===== src/rtl/mesm6_muldiv.sv =====
// rtl/mesm6_muldiv.sv - multicycle signed/unsigned multiply/divide unit; optional MESM6_MULDIV_EARLY_EN enables early MUL exit
module mesm6_muldiv #(
    parameter int WIDTH = 48
) (
    input  logic             clk,
    input  logic             reset,
    input  logic             start,
    input  logic [1:0]       op,
    input  logic [WIDTH-1:0] a,
    input  logic [WIDTH-1:0] b,
    output logic             busy,
    output logic             done,
    output logic [WIDTH-1:0] hi,
    output logic [WIDTH-1:0] lo,
    output logic             dvz
);
    localparam int CW = $clog2(WIDTH + 1);
    localparam logic [CW-1:0] CNT_INIT = CW'(WIDTH);
    localparam logic [CW-1:0] CNT_ONE  = CW'(1);

    localparam logic [1:0] S_IDLE = 2'd0;
    localparam logic [1:0] S_PREP = 2'd1;
    localparam logic [1:0] S_ITER = 2'd2;
    localparam logic [1:0] S_FIX  = 2'd3;

    logic [1:0]         state;
    logic [1:0]         op_r;
    logic [WIDTH-1:0]   a_r;
    logic [WIDTH-1:0]   b_r;
    // MUL: running product. DIV: {partial remainder, dividend bits shifting into quotient}.
    logic [2*WIDTH-1:0] acc;
    logic [2*WIDTH-1:0] mcand;
    logic [WIDTH-1:0]   mplier;
    logic [CW-1:0]      cnt;
    logic               neg_res;
    logic               neg_rem;

    logic               is_div;
    logic               a_neg;
    logic               b_neg;
    logic [WIDTH-1:0]   a_mag;
    logic [WIDTH-1:0]   b_mag;
    logic [2*WIDTH-1:0] mul_next;
    logic [WIDTH:0]     div_shift;
    logic [WIDTH:0]     div_trial;
    logic [2*WIDTH-1:0] div_next;
    logic               iter_last;
    logic [2*WIDTH-1:0] prod_fix;
    logic [WIDTH-1:0]   fix_hi;
    logic [WIDTH-1:0]   fix_lo;

    // Datapath: operand magnitudes, one MUL/DIV step, and sign fix-up of the final result.
    always_comb begin
        is_div    = op_r[1];
        a_neg     = op_r[0] & a_r[WIDTH-1];
        b_neg     = op_r[0] & b_r[WIDTH-1];
        a_mag     = a_neg ? -a_r : a_r;
        b_mag     = b_neg ? -b_r : b_r;

        mul_next  = mplier[0] ? (acc + mcand) : acc;

        // Restoring step: the borrow bit of the trial subtraction is the inverted quotient bit.
        div_shift = {acc[2*WIDTH-1:WIDTH], acc[WIDTH-1]};
        div_trial = div_shift - {1'b0, mplier};
        div_next  = {(div_trial[WIDTH] ? div_shift[WIDTH-1:0] : div_trial[WIDTH-1:0]),
                     acc[WIDTH-2:0], ~div_trial[WIDTH]};

        iter_last = (cnt == CNT_ONE);
`ifdef MESM6_MULDIV_EARLY_EN
        if (!is_div && ((mplier >> 1) == '0)) begin
            iter_last = 1'b1;
        end
`endif

        prod_fix  = neg_res ? -acc : acc;
        if (!is_div) begin
            fix_hi = prod_fix[2*WIDTH-1:WIDTH];
            fix_lo = prod_fix[WIDTH-1:0];
        end else if (dvz) begin
            fix_hi = a_r;
            fix_lo = '1;
        end else begin
            fix_hi = neg_rem ? -acc[2*WIDTH-1:WIDTH] : acc[2*WIDTH-1:WIDTH];
            fix_lo = neg_res ? -acc[WIDTH-1:0] : acc[WIDTH-1:0];
        end
    end

    // Control FSM and all architectural state; reset abandons any operation in flight.
    always_ff @(posedge clk or posedge reset) begin
        if (reset) begin
            state   <= S_IDLE;
            op_r    <= '0;
            a_r     <= '0;
            b_r     <= '0;
            acc     <= '0;
            mcand   <= '0;
            mplier  <= '0;
            cnt     <= '0;
            neg_res <= 1'b0;
            neg_rem <= 1'b0;
            done    <= 1'b0;
            hi      <= '0;
            lo      <= '0;
            dvz     <= 1'b0;
        end else begin
            done <= 1'b0;
            case (state)
                S_IDLE: begin
                    if (start) begin
                        op_r  <= op;
                        a_r   <= a;
                        b_r   <= b;
                        dvz   <= 1'b0;
                        state <= S_PREP;
                    end
                end
                S_PREP: begin
                    neg_res <= a_neg ^ b_neg;
                    neg_rem <= a_neg;
                    cnt     <= CNT_INIT;
                    mplier  <= b_mag;
                    if (is_div) begin
                        acc   <= {{WIDTH{1'b0}}, a_mag};
                        mcand <= '0;
                    end else begin
                        acc   <= '0;
                        mcand <= {{WIDTH{1'b0}}, a_mag};
                    end
                    if (is_div && (b_r == '0)) begin
                        dvz   <= 1'b1;
                        state <= S_FIX;
                    end else begin
                        state <= S_ITER;
                    end
                end
                S_ITER: begin
                    cnt <= cnt - CNT_ONE;
                    if (is_div) begin
                        acc <= div_next;
                    end else begin
                        acc    <= mul_next;
                        mcand  <= mcand << 1;
                        mplier <= mplier >> 1;
                    end
                    if (iter_last) begin
                        state <= S_FIX;
                    end
                end
                S_FIX: begin
                    hi    <= fix_hi;
                    lo    <= fix_lo;
                    done  <= 1'b1;
                    state <= S_IDLE;
                end
                default: state <= S_IDLE;
            endcase
        end
    end

    assign busy = (state != S_IDLE);

endmodule


===== config.mk =====
export PLATFORM = sky130hd
export DESIGN_NAME = mesm6_muldiv
export DESIGN_NICKNAME = d
export VERILOG_FILES = /design/src/rtl/mesm6_muldiv.sv
export SDC_FILE = /design/constraint.sdc
export NUM_CORES = 2
export LEC_CHECK = 0
export CORE_ASPECT_RATIO = 1.2
export CORE_UTILIZATION = 24
export DETAILED_ROUTE_END_ITERATION = 7
export DONT_BUFFER_PORTS = 1
export PLACE_DENSITY = 0.36
export SLEW_MARGIN = 0
export SYNTH_ARGS = -nofsm -noshare
export SYNTH_HDL_FRONTEND = slang
export SYNTH_SLANG_ARGS = --single-unit

===== constraint.sdc =====
create_clock -name clk -period 21 [get_ports clk]
set_clock_uncertainty 0.1 [all_clocks]
set_input_delay 6.3 -clock clk [delete_from_list [all_inputs] [get_ports clk]]
set_output_delay 6.3 -clock clk [all_outputs]
set_load 0.1 [all_outputs]

==> results.md <==
- Status: completed
- Clock Tree Root: clkbuf_16
- Die Y: 406 µm
- CORE AREA: 135000 µm²
- Max IR drop VDD: 0.0896 mV
- Final hold vios: 0
- Number of global-route vias before repair: 29500
- Distinct cell type count after synthesis: 88
- TritonCTS Buffers: 58
- Final nets: 3995
- Initial DRC count: 1914
- Worst r2r dst: acc[94]
- # IOs: 200
- RSZ-0062 raised after global routing: false
- Critical Path RT: 14.60 ns
- Seq cells post-synth: 446
- Dpl cells: 5479
- Pin count of the biggest net entering global routing: 161
- Switching Share: 0.556
- CP Launch Type: register
- Flop pwr share: 0.325
- Setup violations, final: 0
- Final Instance Count excl. Fillers: 5588
- Worst-path clk slew: 0.06 ns
- Slew Viols, Final: 0
- Most used cell, CP: inv_1
- Post-CTS setup repair buffer count: 0
- NetSw: 4.22 mW
- WS Path Type: reg2out
- TritonCTS clock tree: yes
- Nature of the critical path endpoint: output pin
- Netlist Area Pre-Place: 32700 µm²
- Max Cap Viol: 0
- Hold endpoint: mcand[93]
- Global routing's busiest layer: met2
- First-pass GRT wire length: 212 mm
- Grt ovf: 0
- CP max FO: 5
- Met2 usage: 0.366
- Post-DP HPWL: 110 mm
- Initial core utilization: 0.242
- Post-CTS sizing: 0
- Routed WL per cell: 26.0 µm
- Max incr delay on CP: 0.66 ns
- Top cells by area, synth: dfrtp_1, xnor2_1, ha_1
- Final period util: 0.411
- Number of hold buffers added after cts: 0
- DP Worst Slack: 12.27 ns
- Worst hold path type: reg2reg
- Total power: 7.59 mW
- Synth warnings: 0
- H-Tree Depth: 2
- Layout area overhead: 12.7%
- Routed WL: 146 mm
- Post-synthesis sequential area ratio: 0.341
- TritonCTS sink count: 446
- Yosys top cell by area: dfrtp_1
- Clock buffer depth: 3
- Worst setup margin: 12.37 ns
- Hold path depth: 1
- GR Util met3: 0.0270
- Critical path arrival: 2.23 ns
- Synthesized net count: 4129
- Syn Inst Count: 3873
- GRT met1 Usage: 0.258
- Pint: 3.37 mW
- DRT Pass-1 Iters: 7
- Synthesized area per cell: 8.44 µm²
- R2R setup slack: 15.42 ns
- Cells on worst reg2reg path: 12
- Skew-Pair Late Insertion Delay: 0.71 ns
- Area share of the largest cell type after synthesis: 0.341
- Port Buffers: 0
- Worst reg2reg startpoint: acc[14]
- Via density: 5.25
- Clock power frac: 0.157
- Static Leakage: 15.2 nW
- Worst Tran Pin Value: 1.14 ns
- EDFF count, synth: 0
- Final min period: 8.63 ns
- Slew headroom: 0.230
- Power per cell area: 206 nW/µm²
- Antenna viol nets, final: 0
- Comb pwr share: 0.518
- Layout cells sized above 1: 0.0919
- Hold WS: 0.385 ns
- Antenna violations before repair: 7
- Die X-Extent: 339 µm
- Die ar.: 138000 µm²
- Slowest CP cell: inv_1
- Via count: 29300
- Rows: 148
- Hold Path Origin: mcand[92]
- Achievable Freq: 116 MHz
- Main synth FF type: dfrtp_1
- Fin Setup TNS: 0 ns
- Drt drc: 0
- CP Cell Sequence: inv_1 -> ha_1 -> inv_1
- All-layer global routing usage: 0.207
- GPL Wtd Cong: 0.896
- Ys async rst share: 1.00
-- per-stage QoR --
stage / cell area, µm² / utilization
after floorplan: 32700 / -
after global placement: 34600 / 0.255
after detailed placement: 34600 / 0.255
after CTS: 36800 / 0.272
after global routing: 36800 / 0.272
final: 36800 / 0.272
-- power groups by stage --
stage | registers, mW | clock network (mW) | logic [mW]
global route | 2.52 | 1.26 | 4.30
finish | 2.47 | 1.19 | 3.93
detailed placement | 2.49 | 0 | 3.94
floorplan | 2.16 | 0 | 2.76
CTS | 2.47 | 1.23 | 3.96
global placement | 2.48 | 0 | 3.96
-- synth_stat cells (7+ instances only) --
master and instances:
a22oi_1 36, o41ai_1 21, o21ai_0 353, a21o_1 72
xnor2_1 225, nor4_1 25, nand2b_1 31, dfrtp_1 446
nor3_1 57, o31ai_1 45, a21boi_0 7, o22a_1 45
a22o_1 80, o22ai_1 44, o211ai_1 47, nor2_1 312
o21bai_1 33, nand2_1 383, a31oi_1 37, mux2i_1 39
buf_1 29, xor2_1 109, o221ai_1 11, nand3_1 64
nand4_1 35, a21oi_1 315, and2_1 11, ha_1 153
and3_1 24, clkbuf_1 221, or4_1 19, inv_1 139
o21a_1 11, or2_2 12, o21ai_1 11, a311o_1 8
o311ai_0 8, nor2b_1 18, mux2_2 123, a221oi_1 45
a211oi_1 28, or3_1 38
-- how the worst max path moves through the flow --
stage | from | depth (start not counted) | slack, ns | endpoint
6_report | state[0] | 3 | 12.37 | busy
5_1_grt | state[0] | 3 | 12.26 | busy
4_1_cts | state[0] | 3 | 12.31 | busy
3_5_place_dp | reset | 3 | 12.27 | mcand[66]
3_3_place_gp | reset | 3 | 12.27 | mcand[64]
2_1_floorplan | reset | 1 | 2.17 | a_r[0]
-- placed cells by master (no fill, tap or decap), types with 11 or more instances in the layout --
| cell | synthesis | layout |
|---|---|---|
| or4_1 | 19 | 19 |
| o31ai_1 | 45 | 45 |
| nor2b_1 | 18 | 16 |
| nor4_1 | 25 | 25 |
| nand3_1 | 64 | 64 |
| and2_1 | 11 | 11 |
| o21bai_1 | 33 | 33 |
| a211oi_1 | 28 | 28 |
| nand2b_1 | 31 | 30 |
| clkbuf_16 | 0 | 58 |
| mux2i_1 | 39 | 39 |
| mux2_2 | 123 | 123 |
| o22ai_1 | 44 | 44 |
| nor2_1 | 312 | 308 |
| dfrtp_1 | 446 | 443 |
| o211ai_1 | 47 | 47 |
| nand4_1 | 35 | 35 |
| or2_2 | 12 | 12 |
| or3_1 | 38 | 38 |
| nor3_1 | 57 | 57 |
| xor2_1 | 109 | 109 |
| o221ai_1 | 11 | 11 |
| a31oi_1 | 37 | 37 |
| nand2_1 | 383 | 380 |
| a22o_1 | 80 | 80 |
| clkbuf_8 | 0 | 13 |
| o41ai_1 | 21 | 20 |
| bufinv_16 | 0 | 15 |
| ha_1 | 153 | 151 |
| a21o_1 | 72 | 72 |
| a21oi_1 | 315 | 315 |
| a221oi_1 | 45 | 45 |
| and3_1 | 24 | 24 |
| o21a_1 | 11 | 11 |
| a22oi_1 | 36 | 36 |
| buf_4 | 0 | 62 |
| o22a_1 | 45 | 45 |
| o21ai_0 | 353 | 353 |
| inv_1 | 139 | 137 |
| xnor2_1 | 225 | 225 |
-- registers in the layout (all words and copies together) (netlist names) --
signal	count
state	2
acc	96
mcand	96
op_r	2
cnt	6
done	1
a_r	48
b_r	48
dvz	1
neg_res	1
lo	48
neg_rem	1
hi	48
mplier	48
-- per-layer routing --
layer  part of all wire  vias up
li1                   -    13800
met1               0.43    14600
met2               0.49      707
met3              0.040      184
met4              0.034        0
met5                  0        -
-- cell families (layout without fill, tap and decap cells) --
kind of cell	count (synthesis)	after routing	synth area share
other	0	3	0
multiplexers	162	162	0.0543
flip-flops	446	446	0.341
adder cells (fa/ha/maj)	155	155	0.0598
buffers and inverters	398	310	0.0465
AO/OA/AOI/OAI	1307	1307	0.257
XOR/XNOR	334	334	0.0895
AND/OR/NAND/NOR	1071	1071	0.152
-- worst max-delay path: cells and delay by family (launching register included) --
family,cells,cell delay [ns]
adders and majority gates,1,0.30
buffers and inverters,2,0.79
DFF,1,0.46
-- layout make-up --
cell class                 instances  area [µm²]
multi-input combinational       3029       20100
fill                           14600       98500
timing repair buffer              64         505
sequential                       446       11200
antenna                            3        7.51
clock inverter                    30         624
clock buffer                      76        1650
tap                             1800        2250
inverter                         140         533
Note: power is estimated with default switching activity, not from simulation.
